===== src/rtl/lfsr_pkg.sv =====
// Shared definitions for the lfsr_shift_reg slice: mode and FSM state
// encodings plus the default register geometry, taps and seed.
package lfsr_pkg;

    localparam int unsigned DEF_WIDTH = 8;
    localparam int unsigned DEF_CNT_W = 8;
    localparam logic [7:0]  DEF_TAPS  = 8'hB8;
    localparam logic [7:0]  DEF_SEED  = 8'h01;

    typedef enum logic [1:0] {
        MODE_HOLD  = 2'b00,
        MODE_SHIFT = 2'b01,
        MODE_LFSR  = 2'b10,
        MODE_LOAD  = 2'b11
    } mode_t;

    typedef enum logic [1:0] {
        ST_IDLE = 2'd0,
        ST_RUN  = 2'd1,
        ST_DONE = 2'd2
    } state_t;

endpackage


===== src/rtl/lfsr_next.sv =====
// Combinational next-value function for the shift register / Fibonacci LFSR.
// Serial shift and LFSR step share one shifter; only the incoming bit differs.
module lfsr_next
    import lfsr_pkg::*;
#(
    parameter int unsigned      WIDTH = DEF_WIDTH,
    parameter logic [WIDTH-1:0] TAPS  = WIDTH'(DEF_TAPS)
) (
    input  logic [WIDTH-1:0] cur,
    input  mode_t            mode,
    input  logic             dir,
    input  logic             serial_bit,
    input  logic [WIDTH-1:0] data,
    output logic [WIDTH-1:0] nxt
);

    logic fb;
    logic in_bit;

    // Select the incoming bit and apply the requested operation
    always_comb begin
        fb     = ^(cur & TAPS);
        in_bit = (mode == MODE_LFSR) ? fb : serial_bit;
        nxt    = cur;
        case (mode)
            MODE_HOLD:              nxt = cur;
            MODE_SHIFT, MODE_LFSR:  nxt = dir ? {in_bit, cur[WIDTH-1:1]}
                                              : {cur[WIDTH-2:0], in_bit};
            MODE_LOAD:              nxt = data;
            default:                nxt = cur;
        endcase
    end

endmodule


===== src/rtl/lfsr_shift_reg.sv =====
// Parametrised shift register / Fibonacci LFSR with a counted burst engine.
// Optional feature macro: LFSR_ZERO_GUARD_EN -- when defined, any LFSR step
// taken from the all-zero register reloads SEED instead of sticking at zero.
module lfsr_shift_reg
    import lfsr_pkg::*;
#(
    parameter int unsigned      WIDTH = DEF_WIDTH,
    parameter logic [WIDTH-1:0] TAPS  = WIDTH'(DEF_TAPS),
    parameter logic [WIDTH-1:0] SEED  = WIDTH'(DEF_SEED),
    parameter int unsigned      CNT_W = DEF_CNT_W
) (
    input  logic             clk,
    input  logic             rst_n,
    input  logic [1:0]       i_mode,
    input  logic             i_dir,
    input  logic [WIDTH-1:0] i_wr_data,
    input  logic             i_wr_bit,
    input  logic             i_start,
    input  logic [CNT_W-1:0] i_count,
    output logic             o_out,
    output logic [WIDTH-1:0] o_whole_reg,
    output logic             o_busy,
    output logic             o_done,
    output logic             o_lockup
);

    state_t           state;
    logic [WIDTH-1:0] shreg;
    logic [CNT_W-1:0] cnt;
    logic             busy_q;
    logic             done_q;
    mode_t            step_mode;
    logic [WIDTH-1:0] step_val;
    logic [WIDTH-1:0] next_val;

    // Effective operation: user mode only in IDLE without a start request,
    // forced LFSR step while a burst runs, otherwise hold
    always_comb begin
        step_mode = MODE_HOLD;
        case (state)
            ST_IDLE: if (!i_start) step_mode = mode_t'(i_mode);
            ST_RUN:  step_mode = MODE_LFSR;
            default: step_mode = MODE_HOLD;
        endcase
    end

    lfsr_next #(
        .WIDTH (WIDTH),
        .TAPS  (TAPS)
    ) u_next (
        .cur        (shreg),
        .mode       (step_mode),
        .dir        (i_dir),
        .serial_bit (i_wr_bit),
        .data       (i_wr_data),
        .nxt        (step_val)
    );

    // Optional escape from the all-zero fixed point of the LFSR step
    always_comb begin
        next_val = step_val;
`ifdef LFSR_ZERO_GUARD_EN
        if (step_mode == MODE_LFSR && shreg == '0) next_val = SEED;
`endif
    end

    // Register update, burst FSM, step counter and registered status flags
    always_ff @(posedge clk or negedge rst_n) begin
        if (!rst_n) begin
            shreg  <= SEED;
            state  <= ST_IDLE;
            cnt    <= '0;
            busy_q <= 1'b0;
            done_q <= 1'b0;
        end else begin
            shreg  <= next_val;
            done_q <= 1'b0;
            case (state)
                ST_IDLE: begin
                    if (i_start) begin
                        if (i_count != '0) begin
                            state  <= ST_RUN;
                            cnt    <= i_count;
                            busy_q <= 1'b1;
                        end else begin
                            state  <= ST_DONE;
                            done_q <= 1'b1;
                        end
                    end
                end
                ST_RUN: begin
                    cnt <= cnt - CNT_W'(1);
                    if (cnt == CNT_W'(1)) begin
                        state  <= ST_DONE;
                        busy_q <= 1'b0;
                        done_q <= 1'b1;
                    end
                end
                ST_DONE: begin
                    state <= ST_IDLE;
                end
                default: begin
                    state  <= ST_IDLE;
                    busy_q <= 1'b0;
                end
            endcase
        end
    end

    // Outgoing bit follows the current shift direction
    always_comb begin
        o_out       = i_dir ? shreg[0] : shreg[WIDTH-1];
        o_whole_reg = shreg;
        o_busy      = busy_q;
        o_done      = done_q;
        o_lockup    = (shreg == '0);
    end

endmodule

===== config.mk =====
export PLATFORM = sky130hd
export DESIGN_NAME = lfsr_shift_reg
export DESIGN_NICKNAME = d
export VERILOG_FILES = /design/src/rtl/lfsr_pkg.sv /design/src/rtl/lfsr_next.sv /design/src/rtl/lfsr_shift_reg.sv
export SDC_FILE = /design/constraint.sdc
export NUM_CORES = 1
export LEC_CHECK = 0
export CAP_MARGIN = 20
export CELL_PAD_IN_SITES_DETAIL_PLACEMENT = 1
export CELL_PAD_IN_SITES_GLOBAL_PLACEMENT = 2
export CORE_MARGIN = 10
export CORE_UTILIZATION = 30
export CTS_CLUSTER_DIAMETER = 100
export CTS_CLUSTER_SIZE = 24
export DETAILED_ROUTE_END_ITERATION = 6
export PLACE_DENSITY_LB_ADDON = 0.25
export SLEW_MARGIN = 20
export SYNTH_ARGS = -nofsm -noshare
export SYNTH_HDL_FRONTEND = slang
export SYNTH_SLANG_ARGS = --single-unit

===== constraint.sdc =====
create_clock -name clk -period 2.9 [get_ports clk]
set_input_delay 0.725 -clock clk [delete_from_list [all_inputs] [get_ports clk]]
set_output_delay 0.725 -clock clk [all_outputs]
set_load 0.1 [all_outputs]

Word level (Yosys, flattened, before mapping)
Index checks and enable logic that the tools add are counted.
{"block": "totals", "regBits": 20, "in_bits": 23, "output_inout_bits": 12, "wordCells": 47}
{"block": "classes", "addsub": 1, "eq_ne": 9, "n_mux": 21, "n_bitwise": 1, "reduce_logical": 10}
{"op": "$pmux W8 S2", "count": 2}
{"op": "$mux W8", "count": 3}
{"op": "$eq A8 B1 Y1 const B", "count": 1}
{"op": "$logic_not A8 Y1", "count": 1}
{"op": "$mux W1", "count": 8}
{"op": "$mux W2", "count": 4}
{"op": "$pmux W2 S2", "count": 2}
{"op": "$reduce_bool A8 Y1", "count": 1}
{"op": "$reduce_xor A8 Y1", "count": 1}
{"op": "$sub A8 B1 Y8 const B", "count": 1}
{"op": "$eq A2 B2 Y1 const B", "count": 3}
{"op": "$ne A2 B2 Y1 const B", "count": 3}
{"op": "$eq A2 B1 Y1 const B", "count": 2}
{"op": "$logic_not A2 Y1", "count": 2}
{"op": "$reduce_and A4 Y1", "count": 1}
{"op": "$pmux W1 S3", "count": 1}
{"op": "$reduce_and A3 Y1", "count": 1}
{"op": "$pmux W1 S2", "count": 1}
{"op": "$reduce_and A2 Y1", "count": 1}
{"op": "$reduce_bool A2 Y1", "count": 1}
{"op": "$reduce_or A2 Y1", "count": 1}
{"op": "$not A1 Y1", "count": 1}

Longest topological paths before layout
{"block": "logic_depth", "ltp_word": 6, "depth_mapped": 6, "mapped_depth_nobuf": 6}

By module
A second synthesis with hierarchy kept.
{"block": "unflattened", "cells_unflattened": 150, "area_unflattened_um2": 1362.6}
{"module": "lfsr_shift_reg", "instances": 1, "cells_each": 90, "area_each_um2": 964.7, "seq_area_each_um2": 501.7}
{"module": "lfsr_next", "instances": 1, "cells_each": 60, "area_each_um2": 397.9, "seq_area_each_um2": 0.0}

Worst setup path before layout
OpenSTA, ideal clock, no wires.
{"block": "synth_path", "path_kind": "reg-to-output", "start": "reg shreg[3] (netlist: o_whole_reg[3])", "end": "out o_lockup", "t_arrival_ns": 1.934, "required_ns": 2.175, "setup_slack_ns": 0.241, "path_stages_with_launch": 3, "path_cell_list": "dfrtp_1 -> nor4_1 -> and3_1"}
{"block": "synth_via", "elab_chain_cells": 1}
{"element": "start, declared", "line_no": "lfsr_shift_reg.sv:28", "source": "logic [WIDTH-1:0] shreg;"}
{"element": "start signal, assigned", "line_no": "lfsr_shift_reg.sv:76", "source": "shreg <= next_val;"}
{"element": "$logic_not A8 Y1", "line_no": "lfsr_shift_reg.sv:116", "source": "o_lockup = (shreg == '0);"}
{"element": "end, declared", "line_no": "lfsr_shift_reg.sv:24", "source": "output logic o_lockup"}
No other way between the ends.

Worst setup path in the final report
{"block": "layout_path", "start": "in i_dir", "end": "out o_out"}
{"block": "layout_via", "elab_chain_cells": 1}
{"element": "start, declared", "line_no": "lfsr_shift_reg.sv:15", "source": "input logic i_dir,"}
{"element": "$mux W1", "line_no": "lfsr_shift_reg.sv:112", "source": "o_out = i_dir ? shreg[0] : shreg[WIDTH-1];"}
{"element": "end, declared", "line_no": "lfsr_shift_reg.sv:20", "source": "output logic o_out,"}
No other way between the ends.

==> flow_summary_export.csv <==
group,metric,value,unit
clock_tree,clkTransAtPathRegs,0.07,ns
timing,max_freq,0.404,GHz
grt,grt_pass1_wl,7500,um
worst_setup_path,crit_cells,3,
yosys,syn_area,1370,um^2
yosys,synthesis.nets,176,
power_and_ir_drop,p_leak,0.000768,uW
cells_and_area,layout-drive-gt1-share,0.177,
worst_setup_path,max_stage_delay,0.49,ns
worst_setup_path,cp-end-kind,"output port",
cells_and_area,layout_common_cells,"22 x clkdlybuf4s50_1, 19 x dfrtp_1, 17 x buf_4",
worst_setup_path,slowest_stage,"clkdlybuf4s50_1",
die,io_pins,35,
yosys,ys_ff_latch,20,
timing,setup_viol,0,
clock_tree,cts_tree,"yes",
power_and_ir_drop,powerDensity,1120,nW/um^2
worst_setup_path,crit_type,"input pin to output port",
worst_setup_path,cp-start-kind,"input pin",
worst_hold_path,min_from,"o_busy",
yosys,synthCells,150,
clock_tree,clk_path_buf_depth,2,
worst_setup_path,reg2reg_depth,4,
route,drt_iter0_drc,30,
power_and_ir_drop,p_total,2020,uW
worst_setup_path,cp.required,2.17,ns
yosys,synth.yosys.seq_area_share,0.367,
worst_hold_path,hp-class,"flip-flop to flip-flop",
die,initial_core_util,0.312,
placement,dp_hpwl,3530,um
grt,grt_pass1_vias,1500,
cells_and_area,utilization,0.410,
yosys,ys.flop_type,"dfrtp_1",
cells_and_area,fill_cells,509,
placement,port_buffers,34,
clock_tree,cts.sinks,20,
timing,fin_crit_sh,0.854,
worst_setup_path,crit_chain,"clkdlybuf4s50_1 -> mux2_2 -> buf_12",
placement,gp_congestion,0.841,
timing,slew_violations,0,
yosys,yosysUniqueCellTypes,44,
timing,relSlewSlack,0.458,
route,drtAntennaViolNets,0,
route,routed_wirelength,4450,um
clock_tree,root_buffer,"clkbuf_8",
worst_setup_path,cp-startpoint,"i_dir",
timing,worst_slew_pin_slew,0.811,ns
timing,layout_min_cycle_time,2.48,ns
flow_run,drv_cap,0,
cells_and_area,regArea,502,um^2
worst_setup_path,crit_family,"buffers and inverters",
outcome,status,"complete, no violations",
yosys,async_flop_share,1.00,
yosys,avgSynthCellArea,9.13,um^2
grt,grt_max_degree,21,
clock_tree,hold_buffers,0,
worst_setup_path,cp_max_fo,2,
cells_and_area,multi_input_area,790,um^2
timing,finalSetupTns,0,ns
route,vias_per_cell,5.68,
die,fp.dieH,87.5,um
placement,dp_cells,234,
power_and_ir_drop,peakVddDrop,0.458,mV
route,vias,1352,
timing,hold_viol,0,
timing,skew,0.00403,ns
cells_and_area,nNetsFinal,213,
cells_and_area,syn_to_final_growth,31.4,%
grt,antenna_found_initial,0,
worst_setup_path,r2r-start,"state[0]",
route,wl_per_cell,18.7,um
clock_tree,numCtsBuffers,3,
cells_and_area,layout.cells.non_filler,238,
yosys,synth_edf_count,0,
clock_tree,cts_resized,0,
worst_hold_path,hold_depth,1,
timing,rsz0062_at_grt,"no",
die,core_area,4380,um^2
clock_tree,insertion_delay,0.26,ns
die,die-width,87.5,um
clock_tree,ctsHtreeMaxLevel,1,
grt,gr-total-overflow,0,
route,drc_errors,0,
grt,grt_use_total,0.120,
yosys,yosysWarningCount,0,
die,rows,24,
cells_and_area,final_common_cell,"clkdlybuf4s50_1",
die,die-area,7660,um^2
route,dr.pass1.iters,4,
clock_tree,post-cts-setup-buffer-count,0,
worst_setup_path,crit_buf_inv,2,
cells_and_area,num_antenna_cells,0,
worst_setup_path,worstPathArrival,1.75,ns
==> cells in the mapped netlist (2+ instances only) <==
cell      instances  area, um^2
nand2b_1          2        12.5
nor2b_1           3        18.8
dfrtp_1          19         475
o211ai_1          6        45.0
a31oi_1           3        18.8
nand2_1          16        60.1
mux2_2            3        33.8
nor2_1           10        37.5
buf_4             2        15.0
mux2i_1           9        90.1
o32ai_1           2        17.5
a21oi_1           8        40.0
a211oi_1          3        22.5
and3_1            2        12.5
clkbuf_1          3        11.3
o21ai_0          15        75.1
nand3b_1          2        15.0
o32a_1            2        20.0
nand3_1           2        10.0
inv_1             8        30.0
buf_2             2        10.0
nor4_1            3        18.8
ha_1              3        37.5
or3_1             2        12.5
==> area by class of cell <==
| cell class | count | share of cell area |
|---|---|---|
| inverter | 8 | 0.0167 |
| sequential | 20 | 0.279 |
| timing repair buffer | 40 | 0.204 |
| clock buffer | 4 | 0.0250 |
| multi-input combinational | 114 | 0.439 |
| tap | 52 | 0.0362 |
==> power by group <==
group / leakage, uW / internal, uW / total [uW] / switching [uW]
Sequential: 0.000232 / 408 / 575 / 167
Combinational: 0.000514 / 422 / 1250 / 826
Clock: 0.0000228 / 98.0 / 196 / 98.1
Total: 0.000768 / 928 / 2020 / 1090
==> layer usage <==
metal / wire [um] / track usage / vias up
met3: 320 / 0.0409 / 5
met4: 48 / 0.0362 / 0
met2: 2280 / 0.213 / 33
li1: - / - / 633
met5: 0 / 0 / -
met1: 1800 / 0.132 / 681
==> through the flow <==
stage / instance area, um^2 / setup slack [ns] / hold WS [ns]
floorplan: 1370 / 0.241 / 0.429
global placement: 1750 / 0.298 / 0.493
detailed placement: 1750 / 0.254 / 0.478
CTS: 1800 / 0.419 / 0.500
global route: 1800 / 0.415 / 0.533
finish: 1800 / 0.424 / 0.497
==> logic make-up after synthesis <==
| group | after synthesis | share of synthesized area |
|---|---|---|
| DFF | 20 | 0.367 |
| muxes | 12 | 0.0905 |
| xor gates and xnor gates | 1 | 0.0165 |
| and+or+nand+nor | 50 | 0.201 |
| AOI/OAI and AO/OA | 48 | 0.241 |
| adders and majority gates | 3 | 0.0274 |
| buffers and inverters | 16 | 0.0567 |
==> worst paths after layout <==
kind | slack (ns) | end
max in group asynchronous | 1.81 | o_whole_reg[0]
worst min-delay path | 0.50 | o_busy
worst max-delay path | 0.42 | o_out
worst min register to register | 0.50 | o_busy
worst max register to register | 0.98 | cnt[4]
min in group asynchronous | 0.80 | o_whole_reg[5]
Note: power is estimated with default switching activity, not from simulation.
